==> src/rtl/aidc_lite_cfg_pkg.sv <==
// aidc_lite_cfg_pkg: register map, status bit positions and channel status type
package aidc_lite_cfg_pkg;
    localparam logic [3:0] REG_SRC      = 4'h0;
    localparam logic [3:0] REG_DST      = 4'h1;
    localparam logic [3:0] REG_LEN      = 4'h2;
    localparam logic [3:0] REG_CTRL     = 4'h3;
    localparam logic [3:0] REG_STATUS   = 4'h4;
    localparam logic [3:0] REG_IRQ_EN   = 4'h5;
    localparam logic [3:0] REG_IRQ_STAT = 4'h0;
    localparam logic [3:0] GLOBAL_PAGE  = 4'hF;
    localparam int ST_BUSY = 0;
    localparam int ST_DONE = 1;
    localparam int ST_ERR  = 2;
    typedef struct packed {
        logic err;
        logic done;
        logic busy;
    } chan_status_t;
endpackage

==> src/rtl/aidc_lite_comp_cfg_mc_if.sv <==
// APB_INTF: zero-wait APB slave bus carrying the 10-bit register window
interface APB_INTF;
    logic        psel;
    logic        penable;
    logic        pwrite;
    logic [9:0]  paddr;
    logic [31:0] pwdata;
    logic [31:0] prdata;
    logic        pready;
    modport master (output psel, penable, pwrite, paddr, pwdata, input prdata, pready);
    modport slave  (input psel, penable, pwrite, paddr, pwdata, output prdata, pready);
endinterface

==> src/rtl/aidc_lite_cfg_chan.sv <==
// aidc_lite_cfg_chan: one channel's config registers, start/busy/done/err and IRQ_EN
// IRQ_EN storage exists only when AIDC_LITE_CFG_IRQ_EN is defined
module aidc_lite_cfg_chan
    import aidc_lite_cfg_pkg::*;
#(
    parameter int LEN_LSB = 7
) (
    input  logic               clk,
    input  logic               rst,
    input  logic               we,
    input  logic [3:0]         rg,
    input  logic [31:0]        wdata,
    input  logic               done_in,
    output logic [31:0]        src,
    output logic [31:0]        dst,
    output logic [31:LEN_LSB]  len,
    output logic               start,
    output chan_status_t       st,
    output logic               irq_en
);
    logic wr_cfg, req, acc, w1c;
    assign wr_cfg = we && (rg == REG_SRC || rg == REG_DST || rg == REG_LEN);
    assign req    = we && rg == REG_CTRL && wdata[0];
    assign acc    = req && !st.busy;
    assign w1c    = we && rg == REG_STATUS;
    // busy is sampled before done_in, so a start colliding with done is rejected
    always_ff @(posedge clk) begin
        if (rst) begin
            src   <= '0;
            dst   <= '0;
            len   <= '0;
            start <= 1'b0;
            st    <= '0;
        end else begin
            start   <= acc;
            st.busy <= acc | (st.busy & ~done_in);
            st.done <= done_in | (st.done & ~(w1c & wdata[ST_DONE]));
            st.err  <= (st.busy & (req | wr_cfg)) | (st.err & ~(w1c & wdata[ST_ERR]));
            if (wr_cfg && !st.busy) begin
                src <= rg == REG_SRC ? wdata : src;
                dst <= rg == REG_DST ? wdata : dst;
                len <= rg == REG_LEN ? wdata[31:LEN_LSB] : len;
            end
        end
    end
`ifdef AIDC_LITE_CFG_IRQ_EN
    always_ff @(posedge clk) begin
        if (rst) irq_en <= 1'b0;
        else if (we && rg == REG_IRQ_EN) irq_en <= wdata[0];
    end
`else
    assign irq_en = 1'b0;
`endif
endmodule

==> src/rtl/aidc_lite_comp_cfg_mc.sv <==
// aidc_lite_comp_cfg_mc: APB decode, read mux and irq aggregation over CH_CNT channels
// Interrupt logic is built only when AIDC_LITE_CFG_IRQ_EN is defined
module aidc_lite_comp_cfg_mc
    import aidc_lite_cfg_pkg::*;
#(
    parameter int CH_CNT  = 4,
    parameter int LEN_LSB = 7
) (
    input  logic                             clk,
    input  logic                             rst,
    APB_INTF.slave                           apb_if,
    output logic [CH_CNT-1:0][31:0]          src_addr_o,
    output logic [CH_CNT-1:0][31:0]          dst_addr_o,
    output logic [CH_CNT-1:0][31:LEN_LSB]    len_o,
    output logic [CH_CNT-1:0]                start_o,
    input  logic [CH_CNT-1:0]                done_i,
    output logic                             irq_o
);
    logic [3:0]        ch, rg;
    logic              commit, setup;
    logic [31:0]       rdata;
    logic [CH_CNT-1:0] irq_en, irq_stat;
    chan_status_t      st [CH_CNT];
    assign ch            = apb_if.paddr[9:6];
    assign rg            = apb_if.paddr[5:2];
    assign commit        = apb_if.psel & apb_if.penable & apb_if.pwrite;
    assign setup         = apb_if.psel & ~apb_if.penable & ~apb_if.pwrite;
    assign apb_if.pready = 1'b1;
    for (genvar i = 0; i < CH_CNT; i++) begin : g_ch
        aidc_lite_cfg_chan #(.LEN_LSB(LEN_LSB)) u_chan (
            .clk     (clk),
            .rst     (rst),
            .we      (commit && ch == 4'(i)),
            .rg      (rg),
            .wdata   (apb_if.pwdata),
            .done_in (done_i[i]),
            .src     (src_addr_o[i]),
            .dst     (dst_addr_o[i]),
            .len     (len_o[i]),
            .start   (start_o[i]),
            .st      (st[i]),
            .irq_en  (irq_en[i])
        );
        assign irq_stat[i] = st[i].done & irq_en[i];
    end
    always_comb begin
        rdata = '0;
        if (ch == GLOBAL_PAGE) rdata = rg == REG_IRQ_STAT ? 32'(irq_stat) : '0;
        for (int n = 0; n < CH_CNT; n++)
            if (ch == 4'(n))
                rdata = rg == REG_SRC    ? src_addr_o[n] :
                        rg == REG_DST    ? dst_addr_o[n] :
                        rg == REG_LEN    ? {len_o[n], {LEN_LSB{1'b0}}} :
                        rg == REG_STATUS ? 32'(st[n]) :
                        rg == REG_IRQ_EN ? {31'b0, irq_en[n]} : '0;
    end
    always_ff @(posedge clk) begin
        if (rst) apb_if.prdata <= '0;
        else if (setup) apb_if.prdata <= rdata;
    end
`ifdef AIDC_LITE_CFG_IRQ_EN
    always_ff @(posedge clk) begin
        if (rst) irq_o <= 1'b0;
        else irq_o <= |irq_stat;
    end
`else
    assign irq_o = 1'b0;
`endif
endmodule
==> src/flat_wrapper.sv <==
// flat-port wrapper written by rule: the top's interface ports become plain ports
module aidc_lite_comp_cfg_mc_flat import aidc_lite_cfg_pkg::*;
#(
    parameter int CH_CNT  = 4,
    parameter int LEN_LSB = 7
)
  (clk, rst, src_addr_o, dst_addr_o, len_o, start_o, done_i, irq_o, apb_if_psel, apb_if_penable, apb_if_pwrite, apb_if_paddr, apb_if_pwdata, apb_if_prdata, apb_if_pready);
  APB_INTF apb_if_i ();
  input  logic clk;
  input  logic rst;
  output logic [CH_CNT-1:0][31:0] src_addr_o;
  output logic [CH_CNT-1:0][31:0] dst_addr_o;
  output logic [CH_CNT-1:0][31:LEN_LSB] len_o;
  output logic [CH_CNT-1:0] start_o;
  input  logic [CH_CNT-1:0] done_i;
  output logic irq_o;
  input wire logic [$bits(apb_if_i.psel)-1:0] apb_if_psel;
  input wire logic [$bits(apb_if_i.penable)-1:0] apb_if_penable;
  input wire logic [$bits(apb_if_i.pwrite)-1:0] apb_if_pwrite;
  input wire logic [$bits(apb_if_i.paddr)-1:0] apb_if_paddr;
  input wire logic [$bits(apb_if_i.pwdata)-1:0] apb_if_pwdata;
  output wire logic [$bits(apb_if_i.prdata)-1:0] apb_if_prdata;
  output wire logic [$bits(apb_if_i.pready)-1:0] apb_if_pready;
  assign apb_if_i.psel = apb_if_psel;
  assign apb_if_i.penable = apb_if_penable;
  assign apb_if_i.pwrite = apb_if_pwrite;
  assign apb_if_i.paddr = apb_if_paddr;
  assign apb_if_i.pwdata = apb_if_pwdata;
  assign apb_if_prdata = apb_if_i.prdata;
  assign apb_if_pready = apb_if_i.pready;
  aidc_lite_comp_cfg_mc #(.CH_CNT(CH_CNT), .LEN_LSB(LEN_LSB)) u_core (.clk(clk), .rst(rst), .apb_if(apb_if_i), .src_addr_o(src_addr_o), .dst_addr_o(dst_addr_o), .len_o(len_o), .start_o(start_o), .done_i(done_i), .irq_o(irq_o));
endmodule
==> config.mk <==
export PLATFORM = sky130hd
export DESIGN_NAME = aidc_lite_comp_cfg_mc_flat
export DESIGN_NICKNAME = d
export VERILOG_FILES = /design/src/rtl/aidc_lite_cfg_pkg.sv /design/src/rtl/aidc_lite_comp_cfg_mc_if.sv /design/src/rtl/aidc_lite_cfg_chan.sv /design/src/rtl/aidc_lite_comp_cfg_mc.sv /design/src/flat_wrapper.sv
export SDC_FILE = /design/constraint.sdc
export NUM_CORES = 1
export LEC_CHECK = 0
export CELL_PAD_IN_SITES_DETAIL_PLACEMENT = 1
export CELL_PAD_IN_SITES_GLOBAL_PLACEMENT = 2
export CORE_ASPECT_RATIO = 0.5
export CORE_MARGIN = 2
export CORE_UTILIZATION = 31
export DETAILED_ROUTE_END_ITERATION = 10
export PLACE_DENSITY_LB_ADDON = 0.1
export SKIP_LAST_GASP = 1
export SLEW_MARGIN = 10
export SYNTH_ARGS = -nofsm -noshare
export SYNTH_HDL_FRONTEND = slang
export SYNTH_SLANG_ARGS = --single-unit
==> constraint.sdc <==
create_clock -name clk -period 4.3 [get_ports clk]
set_clock_uncertainty 0.1 [all_clocks]
set_input_delay 0.86 -clock clk [delete_from_list [all_inputs] [get_ports clk]]
set_output_delay 0.86 -clock clk [all_outputs]
set_load 0.05 [all_outputs]
Word level (Yosys, flattened, before mapping):

Cells that the tools add are included.

* add/sub/neg operators: 0
* multiply operators: 0
* divide/modulo/power cells: 0
* magnitude comparators: 0
* equality and inequality tests: 7
* shift operators: 0
* multiplexer cells: 20
* bitwise gates (word level): 58
* reduce and logical (&&, ||, !) cells: 48

Operator list (count)
* $mux 32: 16
* $and 1x1->1: 28
* $logic_and 1x1->1: 28
* $reduce_and 2->1: 12
* $eq 4x2->1 const B: 4
* $or 1x1->1: 16
* $not 1->1: 14
* $mux 3: 4
* $eq 4x1->1 const B: 2
* $logic_not 4->1: 2
* $eq 4x3->1 const B: 1
* $logic_not 1->1: 4
* $logic_or 1x1->1: 2

* register bits: 404
* latch bits: 0
* RAM bits: 0
* bits in read-only memories: 0
* input port bits: 51
* output and inout bits: 394
* logic and storage cells: 162
* memories: 0

Depth between registers and ports, before layout:

* depth after elaboration: 9
* mapped depth: 9
* gate-level depth less buffers: 5

By module:

Synthesis repeated with hierarchy kept, for this count alone.

* cells, all modules: 2014
* area, all modules: 19657.6 um^2

By module, submodules not included
* aidc_lite_cfg_chan: instances 4, cells each 350, area each 3793.6 um^2
* aidc_lite_comp_cfg_mc: instances 1, cells each 614, area each 4483.0 um^2

Worst setup path after synthesis:

Ideal clock, no wire load.

* kind: input port to flip-flop
* start point: in apb_if_paddr[7]
* end point: reg u_core.g_ch[1].u_chan.src[10]
* arrival time: 2425 ps
* data required time: 4068 ps
* setup slack: 1643 ps
* cell stages on the path: 8
* buffers on the path: 3
* path through: buf_6 or4b_4 or2_1 or3_1 buf_2 buf_6 nand2_1 a21oi_1

* longest elaborated chain between the ends: 5

Ends and longest elaborated chain
* start: declaration: RTL line flat_wrapper.sv:20 `input wire logic [$bits(apb_if_i.paddr)-1:0] apb_if_paddr;`
* $eq 4x1->1: RTL line aidc_lite_comp_cfg_mc.sv:33 `.we (commit && ch == 4'(i)),`
* $logic_and 1x1->1: RTL line aidc_lite_comp_cfg_mc.sv:33
* $logic_and 1x1->1: RTL line aidc_lite_cfg_chan.sv:22 `assign wr_cfg = we && (rg == REG_SRC || rg == REG_DST || rg == REG_LEN);`
* $logic_and 1x1->1: RTL line aidc_lite_cfg_chan.sv:39 `if (wr_cfg && !st.busy) begin`
* $reduce_and 2->1 (no source line)
* end signal: assignment: RTL line aidc_lite_cfg_chan.sv:40 `src <= rg == REG_SRC ? wdata : src;`
* end: declaration: RTL line aidc_lite_cfg_chan.sv:14 `output logic [31:0] src,`

Every way passes these cells.
A chain may end at the register's enable or synchronous reset.

Worst setup path after layout:

* start point: in apb_if_paddr[4]
* end point: reg u_core.apb_if.prdata[19]

* longest elaborated chain between the ends: 8

Ends and longest elaborated chain
* $eq 4x2->1: RTL line aidc_lite_comp_cfg_mc.sv:53 `rg == REG_LEN ? {len_o[n], {LEN_LSB{1'b0}}} :`
* $mux 32: RTL line aidc_lite_comp_cfg_mc.sv:53
* $mux 32: RTL line aidc_lite_comp_cfg_mc.sv:52 `rg == REG_DST ? dst_addr_o[n] :`
* $mux 32: RTL line aidc_lite_comp_cfg_mc.sv:51 `rdata = rg == REG_SRC ? src_addr_o[n] :`
* $mux 32 (3 in series): RTL line aidc_lite_comp_cfg_mc.sv:50 `if (ch == 4'(n))`
* $mux 32 *: RTL line aidc_lite_comp_cfg_mc.sv:50
* end signal: assignment: RTL line aidc_lite_comp_cfg_mc.sv:59 `else if (setup) apb_if.prdata <= rdata;`
* end: declaration: RTL line aidc_lite_comp_cfg_mc_if.sv:11 `modport slave (input psel, penable, pwrite, paddr, pwdata, output prdata, pready);`

Mark *: on every way between the ends. The rest lies on a longest branch, timed or not.

==> metrics.md <==
| Metric | Value |
|---|---|
| First-pass GRT wire length | 121000 um |
| Post-Route WL | 83300 um |
| Switching Share | 24.9% |
| Crit path largest cell delay | 0.83 ns |
| Setup Buffers After CTS | 0 |
| Post-synth EDFFs | 0 |
| Top Ports | 445 |
| Max frequency | 307 MHz |
| Diode count | 0 |
| Max-slew violations | 0 |
| Core area | 0.0578 sq mm |
| H-tree levels | 2 |
| Starting DRT DRC Count | 1158 |
| Final Cycle Share | 75.7% |
| Tmin final | 3.25 ns |
| Part of the power in registers | 45.8% |
| Sw power | 2050 uW |
| Largest family of logic cells by synthesized area | simple AND/OR/NAND/NOR gates |
| Reg2Reg Depth | 6 |
| CP Data Required Time | 4.65 ns |
| Max Cap Viol | 0 |
| Antenna violations before repair | 1 |
| Critical R2R Launch | u_core.g_ch[3].u_chan.st[0] |
| CP arrival | 3.61 ns |
| Main synth FF type | dfxtp_1 |
| Pint | 6170 uW |
| # rows | 62 |
| Via count of the first global-routing pass | 17.6k |
| Post-DP HPWL | 57300 um |
| Tightest Hold Check Type | register to register |
| Die width | 347 um |
| Placed cell areas | 0.0232 sq mm |
| Clock share of power | 47.5% |
| DRT Pass-1 Iters | 5 |
| Async set-or-reset flop fraction in the synthesized netlist | 0% |
| Reg2reg end | u_core.g_ch[3].u_chan.dst[15] |
| Initial Util | 31.6% |
| Yosys cell types | 54 |
| Commonest non-fill, non-tap cell in the layout | nand2_1 |
| Post-route design area | 0.0246 sq mm |
| R2R Setup Slk | 1.99 ns |
| Die Ht | 176 um |
| Die area | 0.0610 sq mm |
| Slew headroom | 24.9% |
| Startpoint Class | input port |
| Clock slew at reported path FFs | 0.07 ns |
| Grt ovf | 0 |
| CP Class | input port to register |
| Worst-skew pair later-pin latency | 0.57 ns |
| Run status | completed |
| Syn nets | 2360 |
| Max VDD drop | 0.000235 V |
| Routed len/inst | 24.4 um |
| Synth Area in Simple Gates | 25.0% |
| Hold-fix buffer count after cts | 0 |
| Tot GR Track Use | 26.6% |
| Clk buf depth | 3 |
| Synthesized area | 0.0183 sq mm |
| Post-synthesis sequential area ratio | 44.3% |
| Setup Viol. Count Final | 0 |
| Vias | 17.8k |
| # clock sinks | 404 |
| Final Hold Violating Endpoints | 0 |
| Cells after synthesis | 2309 |
| Post-route ant nets | 0 |
| Clock root buffer | clkbuf_16 |
| Share of cells above drive strength 1 | 6.92% |
| Residual DRC | 0 |
| CP max FO | 25 |
| Leakage dissipation | 0.00753 uW |
| Placed insts | 3342 |
| Non-Filler Instances | 3414 |
| Post-synthesis compound-gate area fraction | 19.4% |
| Core Util, Final | 42.6% |
| Worst hold endpoint | u_core.apb_if.prdata[6] |
| Syn Area/Cell | 7.91 sq um |
| Logic pwr share | 6.6% |
| #FFs+latches synth | 404 |
| Area Growth Syn to Fin | 34.9% |
| Via/cell ratio | 5.22 |
| Post-synthesis adder-cell area fraction | 0% |
| CTS resizes | 0 |
| P per Cell Area | 334 mW/mm^2 |
| Tightest Pin Transition | 1.13 ns |
| Unrepaired setup endpoints after global routing | no |
| CP Capture Type | register |
| Post-synthesis xor/xnor area fraction | 0% |
| Num CTS Buffers | 41 |
| Setup_tns | 0 ns |
| Final net count | 2668 |
| Critical Path, Cell by Cell | clkdlybuf4s50_1 > or4_4 > nor2_4 > buf_4 > o211ai_1 > and4_1 > a211oi_1 |
| Worst hold path depth | 2 |
| Synth warn | 0 |
| Filler cells | 6765 |
| Crit path max-delay cell type | or4_4 |
| Hold path start | u_core.apb_if.prdata[6] |
| Commonest cells after routing, fill and taps aside | nand2_1 (557), clkdlybuf4s50_1 (437), dfxtp_1 (404) |
| CTS tree | yes |
| Multiplexer area fraction after synthesis | 5.22% |
| Largest net degree at the start of global routing | 193 |
| # port buffers | 440 |
| Routability cong. | 0.877 |
==> cell usage after synthesis, types with 3 or more instances <==
| cell type | count | area share (%) |
|---|---|---|
| nand2b_1 | 115 | 3.9 |
| nand2_1 | 557 | 11 |
| nor3_1 | 4 | 0.11 |
| buf_2 | 59 | 1.6 |
| nor2b_1 | 107 | 3.7 |
| o21a_1 | 3 | 0.12 |
| o211ai_1 | 80 | 3.3 |
| o22ai_1 | 4 | 0.14 |
| a41o_1 | 3 | 0.16 |
| clkbuf_1 | 141 | 2.9 |
| nor2_2 | 3 | 0.10 |
| a2111oi_2 | 15 | 1.2 |
| or2_1 | 6 | 0.21 |
| mux2i_1 | 84 | 4.6 |
| nor2_1 | 120 | 2.5 |
| o31ai_1 | 4 | 0.16 |
| nor3_2 | 6 | 0.33 |
| buf_4 | 10 | 0.41 |
| buf_1 | 5 | 0.10 |
| buf_6 | 14 | 0.86 |
| a211oi_2 | 3 | 0.21 |
| a211oi_1 | 18 | 0.74 |
| o21bai_1 | 4 | 0.16 |
| nor2_4 | 4 | 0.25 |
| o21ai_1 | 7 | 0.19 |
| dfxtp_1 | 404 | 44 |
| nand3_1 | 6 | 0.16 |
| nand4_1 | 4 | 0.14 |
| a21oi_1 | 378 | 10 |
| mux4_2 | 4 | 0.49 |
| and4_1 | 20 | 0.96 |
| a31o_2 | 4 | 0.19 |
| a2111oi_0 | 10 | 0.48 |
| or3_1 | 6 | 0.21 |
| inv_1 | 7 | 0.14 |
| o21ai_0 | 52 | 1.4 |
| a31oi_1 | 11 | 0.38 |
==> state kept, by name (all words and copies together), names as in the netlist <==
signal                    cells
u_core.g_ch.u_chan.st        12
u_core.g_ch.u_chan.dst      128
u_core.g_ch.u_chan.start      4
u_core.apb_if.prdata         32
u_core.g_ch.u_chan.src      128
u_core.g_ch.u_chan.len      100
==> worst max-delay path by stage <==
stage	start	endpoint	slack [ns]	cells after the start
CTS	apb_if_paddr[4]	u_core.apb_if.prdata[19]	1.06	7
finish	apb_if_paddr[4]	u_core.apb_if.prdata[19]	1.05	7
detailed placement	apb_if_paddr[4]	u_core.apb_if.prdata[13]	0.52	7
floorplan	apb_if_paddr[7]	u_core.g_ch[1].u_chan.src[10]	1.64	8
global route	apb_if_paddr[4]	u_core.apb_if.prdata[19]	0.93	7
global placement	apb_if_paddr[4]	u_core.apb_if.prdata[13]	0.54	7
==> logic make-up (layout without fill, tap and decap cells) <==
family,count (synthesis),after routing
AOI/OAI and AO/OA,599,599
muxes,90,90
buffers and inverters,236,573
other,2,2
and+or+nand+nor,978,978
DFF,404,404
==> power groups by stage <==
stage          clock network, uW  logic (uW)  registers [uW]
6_report                    3900         546            3770
4_1_cts                     3990         546            3760
2_1_floorplan                  0         277            3890
3_3_place_gp                   0         542            3850
3_5_place_dp                   0         544            3850
5_1_grt                     4140         582            3760
==> critical path, delay by kind of cell <==
| kind | cells | cell delay (ns) |
|---|---|---|
| simple gates | 3 | 1.20 |
| buf+inv | 2 | 1.02 |
| compound gates | 2 | 0.46 |
==> metal layers <==
layer | track usage [%] | share of wire [%] | wire (um)
met3 | 5.38 | 5.6 | 4690
met2 | 43.2 | 46 | 38700
met5 | 0 | 0 | 0
met1 | 35.9 | 46 | 37900
met4 | 6.99 | 2.4 | 2010
==> per-stage QoR <==
stage | hold slack [ns] | power [uW] | setup slack [ns]
floorplan | 0.350 | 4170 | 1.64
global placement | 0.344 | 4390 | 0.540
detailed placement | 0.347 | 4390 | 0.524
CTS | 0.365 | 8300 | 1.06
global route | 0.379 | 8490 | 0.929
finish | 0.362 | 8220 | 1.05
==> area by class of cell <==
class	instances	area, sq um	share of cell area, %
inverters	7	26.3	0.107
multi-input cells	1669	9140	37.1
well taps	768	961	3.90
clock inverters	14	208	0.843
repair buffers	494	5000	20.3
clock buffers	58	1200	4.88
flip-flops and latches	404	8090	32.8
(Power assumes the default switching activity.)
